**src/rtl/fetch_unit_prefetch_pkg.sv**
```systemverilog
// rtl/fetch_unit_prefetch_pkg.sv - shared constants and helpers for the prefetching fetch stage
package fetch_unit_prefetch_pkg;

    localparam logic [31:0] NOP_INSTR = 32'h0000_0000;
    localparam int          PC_INCR   = 4;

    // Number of bits needed to hold value (at least 1).
    function automatic int clogb2(input int value);
        int n;
        n = 1;
        for (int i = 0; i < 31; i++) begin
            if ((value >> i) != 0) begin
                n = i + 1;
            end
        end
        return n;
    endfunction

endpackage

```
**src/rtl/fetch_unit_prefetch_if.sv**
```systemverilog
// rtl/fetch_unit_prefetch_if.sv - memory, redirect and decode handshake bundle of the fetch stage
interface fetch_unit_prefetch_if #(
    parameter int NB_ADDR  = 32,
    parameter int NB_INSTR = 32
);
    logic [NB_ADDR-1:0]  o_imem_addr;
    logic                o_imem_en;
    logic [NB_INSTR-1:0] i_imem_data;
    logic                i_redirect;
    logic [NB_ADDR-1:0]  i_redirect_pc;
    logic [NB_INSTR-1:0] o_ir;
    logic [NB_ADDR-1:0]  o_pc;
    logic                o_valid;
    logic                i_ready;
    logic                o_misaligned;

    modport master (
        output o_imem_addr, o_imem_en, o_ir, o_pc, o_valid, o_misaligned,
        input  i_imem_data, i_redirect, i_redirect_pc, i_ready
    );

    modport slave (
        input  o_imem_addr, o_imem_en, o_ir, o_pc, o_valid, o_misaligned,
        output i_imem_data, i_redirect, i_redirect_pc, i_ready
    );
endinterface

```
**src/rtl/fetch_unit_prefetch_fetch_fifo.sv**
```systemverilog
// rtl/fetch_unit_prefetch_fetch_fifo.sv - synchronous prefetch queue with push/pop/flush and fill count
module fetch_fifo
    import fetch_unit_prefetch_pkg::*;
#(
    parameter int WIDTH      = 64,
    parameter int DEPTH      = 4,
    parameter int LOG2_DEPTH = 2
) (
    input  logic                  i_clock,
    input  logic                  i_reset,
    input  logic                  i_push,
    input  logic [WIDTH-1:0]      i_data,
    input  logic                  i_pop,
    input  logic                  i_flush,
    output logic [WIDTH-1:0]      o_head,
    output logic                  o_empty,
    output logic [LOG2_DEPTH:0]   o_count
);

    logic [WIDTH-1:0]      mem [DEPTH];
    logic [LOG2_DEPTH-1:0] wr_ptr;
    logic [LOG2_DEPTH-1:0] rd_ptr;
    logic [LOG2_DEPTH:0]   count;

    // Pointers wrap naturally because DEPTH is a power of two.
    always_ff @(posedge i_clock) begin
        if (i_reset || i_flush) begin
            wr_ptr <= '0;
            rd_ptr <= '0;
            count  <= '0;
        end else begin
            if (i_push) begin
                wr_ptr <= wr_ptr + LOG2_DEPTH'(1);
            end
            if (i_pop) begin
                rd_ptr <= rd_ptr + LOG2_DEPTH'(1);
            end
            case ({i_push, i_pop})
                2'b10:   count <= count + (LOG2_DEPTH+1)'(1);
                2'b01:   count <= count - (LOG2_DEPTH+1)'(1);
                default: count <= count;
            endcase
        end
    end

    always_ff @(posedge i_clock) begin
        if (i_push && !i_flush && !i_reset) begin
            mem[wr_ptr] <= i_data;
        end
    end

    assign o_head  = mem[rd_ptr];
    assign o_empty = (count == '0);
    assign o_count = count;

endmodule

```
**src/rtl/fetch_unit_prefetch.sv**
```systemverilog
// rtl/fetch_unit_prefetch.sv - instruction fetch stage with prefetch queue, throttled issue and redirect flush
module fetch_unit_prefetch
    import fetch_unit_prefetch_pkg::*;
#(
    parameter int                  NB_ADDR    = 32,
    parameter int                  NB_INSTR   = 32,
    parameter int                  FIFO_DEPTH = 4,
    parameter int                  LOG2_DEPTH = clogb2(FIFO_DEPTH-1),
    parameter logic [NB_ADDR-1:0]  RESET_PC   = '0,
    parameter logic [NB_INSTR-1:0] NOP_INSTR  = NB_INSTR'(fetch_unit_prefetch_pkg::NOP_INSTR)
) (
    input  logic                  i_clock,
    input  logic                  i_reset,
    input  logic                  i_valid,
    fetch_unit_prefetch_if.master bus
);

    localparam int                OCC_W   = LOG2_DEPTH + 2;
    localparam logic [OCC_W-1:0]  DEPTH_C = OCC_W'(FIFO_DEPTH);
    localparam logic [NB_ADDR-1:0] INCR   = NB_ADDR'(PC_INCR);

    logic [NB_ADDR-1:0]          fetch_pc;
    logic [NB_ADDR-1:0]          pend_pc;
    logic                        inflight;
    logic                        misaligned_q;

    logic                        step;
    logic                        redirect_now;
    logic                        issue;
    logic                        ret;
    logic                        pop;
    logic                        head_valid;
    logic                        fifo_empty;
    logic [LOG2_DEPTH:0]         count;
    logic [OCC_W-1:0]            occupancy;
    logic [NB_ADDR+NB_INSTR-1:0] head;

    assign step         = i_valid & ~i_reset;
    assign redirect_now = step & bus.i_redirect;
    // Occupancy counts the outstanding read so a full queue can never be overrun.
    assign occupancy    = OCC_W'(count) + OCC_W'(inflight);
    assign issue        = step & ~bus.i_redirect & (occupancy < DEPTH_C);
    assign ret          = step & ~bus.i_redirect & inflight;
    assign head_valid   = ~fifo_empty;
    assign pop          = step & ~bus.i_redirect & head_valid & bus.i_ready;

    always_ff @(posedge i_clock) begin
        if (i_reset) begin
            fetch_pc     <= RESET_PC;
            pend_pc      <= '0;
            inflight     <= 1'b0;
            misaligned_q <= 1'b0;
        end else if (i_valid) begin
            if (bus.i_redirect) begin
                fetch_pc     <= {bus.i_redirect_pc[NB_ADDR-1:2], 2'b00};
                inflight     <= 1'b0;
                misaligned_q <= |bus.i_redirect_pc[1:0];
            end else begin
                misaligned_q <= 1'b0;
                inflight     <= issue;
                if (issue) begin
                    fetch_pc <= fetch_pc + INCR;
                    pend_pc  <= fetch_pc + INCR;
                end
            end
        end
    end

    fetch_fifo #(
        .WIDTH      (NB_ADDR + NB_INSTR),
        .DEPTH      (FIFO_DEPTH),
        .LOG2_DEPTH (LOG2_DEPTH)
    ) u_fifo (
        .i_clock (i_clock),
        .i_reset (i_reset),
        .i_push  (ret),
        .i_data  ({pend_pc, bus.i_imem_data}),
        .i_pop   (pop),
        .i_flush (redirect_now),
        .o_head  (head),
        .o_empty (fifo_empty),
        .o_count (count)
    );

    assign bus.o_imem_addr  = fetch_pc;
    assign bus.o_imem_en    = issue;
    assign bus.o_valid      = head_valid;
    assign bus.o_ir         = head_valid ? head[NB_INSTR-1:0] : NOP_INSTR;
    assign bus.o_pc         = head_valid ? head[NB_ADDR+NB_INSTR-1:NB_INSTR] : '0;
    assign bus.o_misaligned = misaligned_q;

endmodule
```
**src/flat_wrapper.sv**
```systemverilog
// flat-port wrapper written by rule: the top's interface ports become plain ports
module fetch_unit_prefetch_flat import fetch_unit_prefetch_pkg::*;
#(
    parameter int                  NB_ADDR    = 32,
    parameter int                  NB_INSTR   = 32,
    parameter int                  FIFO_DEPTH = 4,
    parameter int                  LOG2_DEPTH = clogb2(FIFO_DEPTH-1),
    parameter logic [NB_ADDR-1:0]  RESET_PC   = '0,
    parameter logic [NB_INSTR-1:0] NOP_INSTR  = NB_INSTR'(fetch_unit_prefetch_pkg::NOP_INSTR)
)
  (i_clock, i_reset, i_valid, bus_o_imem_addr, bus_o_imem_en, bus_o_ir, bus_o_pc, bus_o_valid, bus_o_misaligned, bus_i_imem_data, bus_i_redirect, bus_i_redirect_pc, bus_i_ready);
  fetch_unit_prefetch_if #(.NB_ADDR(NB_ADDR), .NB_INSTR(NB_INSTR)) bus_i ();
  input  logic i_clock;
  input  logic i_reset;
  input  logic i_valid;
  output wire logic [$bits(bus_i.o_imem_addr)-1:0] bus_o_imem_addr;
  output wire logic [$bits(bus_i.o_imem_en)-1:0] bus_o_imem_en;
  output wire logic [$bits(bus_i.o_ir)-1:0] bus_o_ir;
  output wire logic [$bits(bus_i.o_pc)-1:0] bus_o_pc;
  output wire logic [$bits(bus_i.o_valid)-1:0] bus_o_valid;
  output wire logic [$bits(bus_i.o_misaligned)-1:0] bus_o_misaligned;
  input wire logic [$bits(bus_i.i_imem_data)-1:0] bus_i_imem_data;
  input wire logic [$bits(bus_i.i_redirect)-1:0] bus_i_redirect;
  input wire logic [$bits(bus_i.i_redirect_pc)-1:0] bus_i_redirect_pc;
  input wire logic [$bits(bus_i.i_ready)-1:0] bus_i_ready;
  assign bus_o_imem_addr = bus_i.o_imem_addr;
  assign bus_o_imem_en = bus_i.o_imem_en;
  assign bus_o_ir = bus_i.o_ir;
  assign bus_o_pc = bus_i.o_pc;
  assign bus_o_valid = bus_i.o_valid;
  assign bus_o_misaligned = bus_i.o_misaligned;
  assign bus_i.i_imem_data = bus_i_imem_data;
  assign bus_i.i_redirect = bus_i_redirect;
  assign bus_i.i_redirect_pc = bus_i_redirect_pc;
  assign bus_i.i_ready = bus_i_ready;
  fetch_unit_prefetch #(.NB_ADDR(NB_ADDR), .NB_INSTR(NB_INSTR), .FIFO_DEPTH(FIFO_DEPTH), .LOG2_DEPTH(LOG2_DEPTH), .RESET_PC(RESET_PC), .NOP_INSTR(NOP_INSTR)) u_core (.i_clock(i_clock), .i_reset(i_reset), .i_valid(i_valid), .bus(bus_i));
endmodule
```
**config.mk**
```make
export PLATFORM = sky130hd
export DESIGN_NAME = fetch_unit_prefetch_flat
export DESIGN_NICKNAME = d
export VERILOG_FILES = /design/src/rtl/fetch_unit_prefetch_pkg.sv /design/src/rtl/fetch_unit_prefetch_if.sv /design/src/rtl/fetch_unit_prefetch_fetch_fifo.sv /design/src/rtl/fetch_unit_prefetch.sv /design/src/flat_wrapper.sv
export SDC_FILE = /design/constraint.sdc
export NUM_CORES = 1
export LEC_CHECK = 0
export BUFFER_PORTS_ARGS = -buffer_cell sky130_fd_sc_hd__buf_2
export CAP_MARGIN = 10
export CORE_AREA = 2 2 151 227
export CTS_BUF_LIST = sky130_fd_sc_hd__clkbuf_16
export DETAILED_ROUTE_END_ITERATION = 6
export DIE_AREA = 0 0 153 229
export PLACE_DENSITY = 0.63
export SYNTH_ARGS = -nofsm -noshare
export SYNTH_HDL_FRONTEND = slang
export SYNTH_SLANG_ARGS = --single-unit
export TNS_END_PERCENT = 100
```
**constraint.sdc**
```tcl
create_clock -name i_clock -period 3.75 [get_ports i_clock]
set_input_delay 0.75 -clock i_clock [delete_from_list [all_inputs] [get_ports i_clock]]
set_output_delay 0.75 -clock i_clock [all_outputs]
set_load 0.05 [all_outputs]
```
==> flow_summary.json <==
{
  "outcome": "completed",
  "tritoncts": "built",
  "num-nets-final": 1097,
  "met2_usage": 0.292,
  "ys_ff_latch": 319,
  "htree_levels": 1,
  "max-slew-margin-rel": 0.519,
  "synthArstFlopShare": 0,
  "antenna_found_initial": 1,
  "clkTransAtPathRegs_ns": 0.06,
  "drive_gt1_frac": 0.296,
  "tightestPinTransition_ns": 0.715,
  "reg2reg_depth": 5,
  "synth_enable_flop_cells": 248,
  "fin_tns_setup_ns": 0,
  "reg2reg_slack_ns": 1.10,
  "syn_avg_cell_area_sq_um": 15.1,
  "cts.sinks": 319,
  "wl_per_cell_um": 19.5,
  "p_int_w": 0.00565,
  "place.gp.congestion": 0.806,
  "pre_cts_slack_ns": 1.03,
  "grt.met3_usage": 0.0185,
  "r2r-end": "u_core.bus.o_imem_addr[24]$_SDFFE_PP0P_",
  "fmax_mhz": 310,
  "finClkSkew_ns": 0.0148,
  "dp_hpwl_um": 18800,
  "yosys-top-cells-count": "edfxtp_1, dfxtp_1, and2_1",
  "yosys_warnings": 0,
  "ctsHoldBuffers": 0,
  "pin_count": 168,
  "arrival_ns": 2.47,
  "p_sw_w": 0.00158,
  "syn_inst": 865,
  "areaGrowthSynthToFinish_pct": 17.9,
  "cp_max_fo": 25,
  "synth-seq-area-share": 0.678,
  "post_cts_buffers": 0,
  "dieArea_sq_um": 35000,
  "final_util": 0.465,
  "grtUsageMet1": 0.192,
  "grtUsageTotal": 0.159,
  "power.density_nw_per_um2": 469,
  "post-route-period-util": 0.859,
  "worst_hold_path.num_cells": 1,
  "synth_cell_type_count": 57,
  "drt_iter0_drc": 495,
  "ant_nets": 0,
  "hp-class": "in -> reg",
  "combPwrFrac": 0.045,
  "drc": 0,
  "port_buffers": 163,
  "yosysMostFrequentCell": "edfxtp_1",
  "cts_buffer_depth": 3,
  "core_sq_um": 33100,
  "die_w_um": 153,
  "irDropWorstVdd_mv": 0.374,
  "grt_pass1_wl_um": 43500,
  "syn_area_sq_um": 13100,
  "worstPathRequired_ns": 3.00,
  "fp-row-count": 82,
  "cts_made_buffers": 30,
  "p_leak_nw": 5.32,
  "clock_latency_ns": 0.56,
  "hold_viol_final": 0,
  "setup_viol": 0,
  "grt_max_degree": 64,
  "path_class": "reg -> out",
  "p_sw_frac": 0.218,
  "start_util": 0.395,
  "r2r-start": "u_core.bus.o_imem_addr[6]$_SDFFE_PP0P_",
  "end_kind": "output pin",
  "ys.flop_type": "edfxtp_1",
  "vias": 7669,
  "yosys-top-cells-area": "edfxtp_1, dfxtp_1, mux4_2, and2_1, nor2_1",
  "totalWireLength_um": 28500,
  "worst_slack_ns": 0.528,
  "synth_top_area_cell": "edfxtp_1",
  "top_usage_layer": "met2",
  "p_seq_frac": 0.539,
  "num_antenna_cells": 0,
  "hold_end": "u_core.u_fifo.mem[1][7]$_DFFE_PP_",
  "cts_root_buffer": "clkbuf_16",
  "critPathLaunchType": "flip-flop",
  "vias_per_cell": 5.23,
  "fin_crit_ns": 3.22,
  "first_global_vias": 7675,
  "clkPwrFrac": 0.415,
  "cts_resized": 0,
  "rsz0062_at_grt": "false",
  "first_pass_iters": 6,
  "hp-start": "bus_i_imem_data[7]",
  "die_h_um": 229,
  "yosysTopAreaCellShare": 0.569,
  "cap_violations": 0,
  "overflow": 0,
  "drv_slew": 0
}
==> power groups by stage <==
stage | logic, W | clock network, W | registers [W]
2_1_floorplan | 0.000160 | 0 | 0.00402
3_3_place_gp | 0.000325 | 0 | 0.00398
3_5_place_dp | 0.000329 | 0 | 0.00398
4_1_cts | 0.000330 | 0.00308 | 0.00390
5_1_grt | 0.000355 | 0.00321 | 0.00391
6_report | 0.000327 | 0.00301 | 0.00390
==> registers in the layout, summed over array words and instances (netlist names), named ones only <==
name / count
u_core.pend_pc: 30
u_core.inflight: 1
u_core.u_fifo.mem: 248
u_core.u_fifo.o_count: 3
u_core.u_fifo.rd_ptr: 2
u_core.bus.o_imem_addr: 30
u_core.bus.o_misaligned: 1
u_core.u_fifo.wr_ptr: 2
==> cell usage in the layout, fill, tap and decap left out, types with 5 or more instances in the layout <==
cell / Yosys / layout
edfxtp_1: 248 / 248
buf_2: 5 / 162
dfxtp_1: 71 / 69
nor2_1: 66 / 66
and2_1: 69 / 65
mux4_2: 62 / 62
nand2_1: 35 / 35
clkbuf_16: 0 / 31
a211oi_1: 27 / 27
a21oi_1: 25 / 25
nand3_1: 20 / 20
xor2_1: 17 / 17
buf_4: 4 / 17
o21ai_0: 16 / 16
inv_1: 9 / 15
xnor2_1: 14 / 14
nor3_1: 12 / 12
nand4_1: 10 / 10
a22oi_1: 9 / 9
and3_1: 8 / 8
a31oi_1: 8 / 8
o31ai_1: 8 / 8
nor4_1: 7 / 7
clkinvlp_4: 0 / 7
clkinv_1: 1 / 6
a22o_1: 6 / 6
ha_1: 6 / 6
buf_12: 0 / 6
mux2i_1: 5 / 5
==> worst max-delay path by stage <==
stage                     depth (start not counted)      start  slack (ns)                           endpoint
after floorplan                                   5    i_reset        0.28  u_core.u_fifo.mem[1][0]$_DFFE_PP_
after global placement                            4  flip-flop        1.02                       bus_o_pc[13]
after detailed placement                          4  flip-flop        1.03                       bus_o_pc[17]
after CTS                                         4  flip-flop        0.44                       bus_o_pc[17]
after global routing                              4  flip-flop        0.37                       bus_o_pc[17]
final                                             4  flip-flop        0.53                       bus_o_pc[17]
==> metrics by stage <==
stage          power (W)  cells  cell area (sq um)  hold WS [ns]
2_1_floorplan    0.00418    868              13100         0.459
3_3_place_gp     0.00430   1409              14400         0.455
3_5_place_dp     0.00431   1409              14400         0.465
4_1_cts          0.00731   1465              15400         0.388
5_1_grt          0.00747   1465              15400         0.391
6_report         0.00723   1465              15400         0.413
==> worst max-delay path, stage by stage, from the launching register on <==
cell and delay (ns):
dfxtp_4 0.70, buf_12 0.28, mux4_2 0.54, and2_1 0.17, buf_2 0.21
==> per-layer routing <==
| layer | share of wire | vias to the layer above |
|---|---|---|
| li1 | - | 3635 |
| met2 | 0.53 | 224 |
| met4 | 0.026 | 0 |
| met1 | 0.40 | 3770 |
| met5 | 0 | - |
| met3 | 0.045 | 40 |
==> cell families (layout without fill, tap and decap cells) <==
logic type	after synthesis	count (layout)	share of synthesized area
XOR/XNOR	31	31	0.0208
flip-flops	319	319	0.678
buffers and inverters	74	251	0.0229
adder cells (fa/ha/maj)	7	7	0.00727
AO/OA/AOI/OAI	118	118	0.0611
AND/OR/NAND/NOR	248	248	0.0993
other	1	4	0.000287
multiplexers	67	67	0.111
==> area by class of cell <==
| class | instances | area (sq um) |
|---|---|---|
| Clock buffer | 31 | 776 |
| Clock inverter | 25 | 214 |
| Fill cell | 2916 | 17700 |
| Inverter | 10 | 37.5 |
| Multi-Input combinational cell | 475 | 3940 |
| Sequential cell | 319 | 8880 |
| Tap cell | 420 | 526 |
| Timing Repair Buffer | 185 | 1060 |
Note: power is estimated with default switching activity, not from simulation.
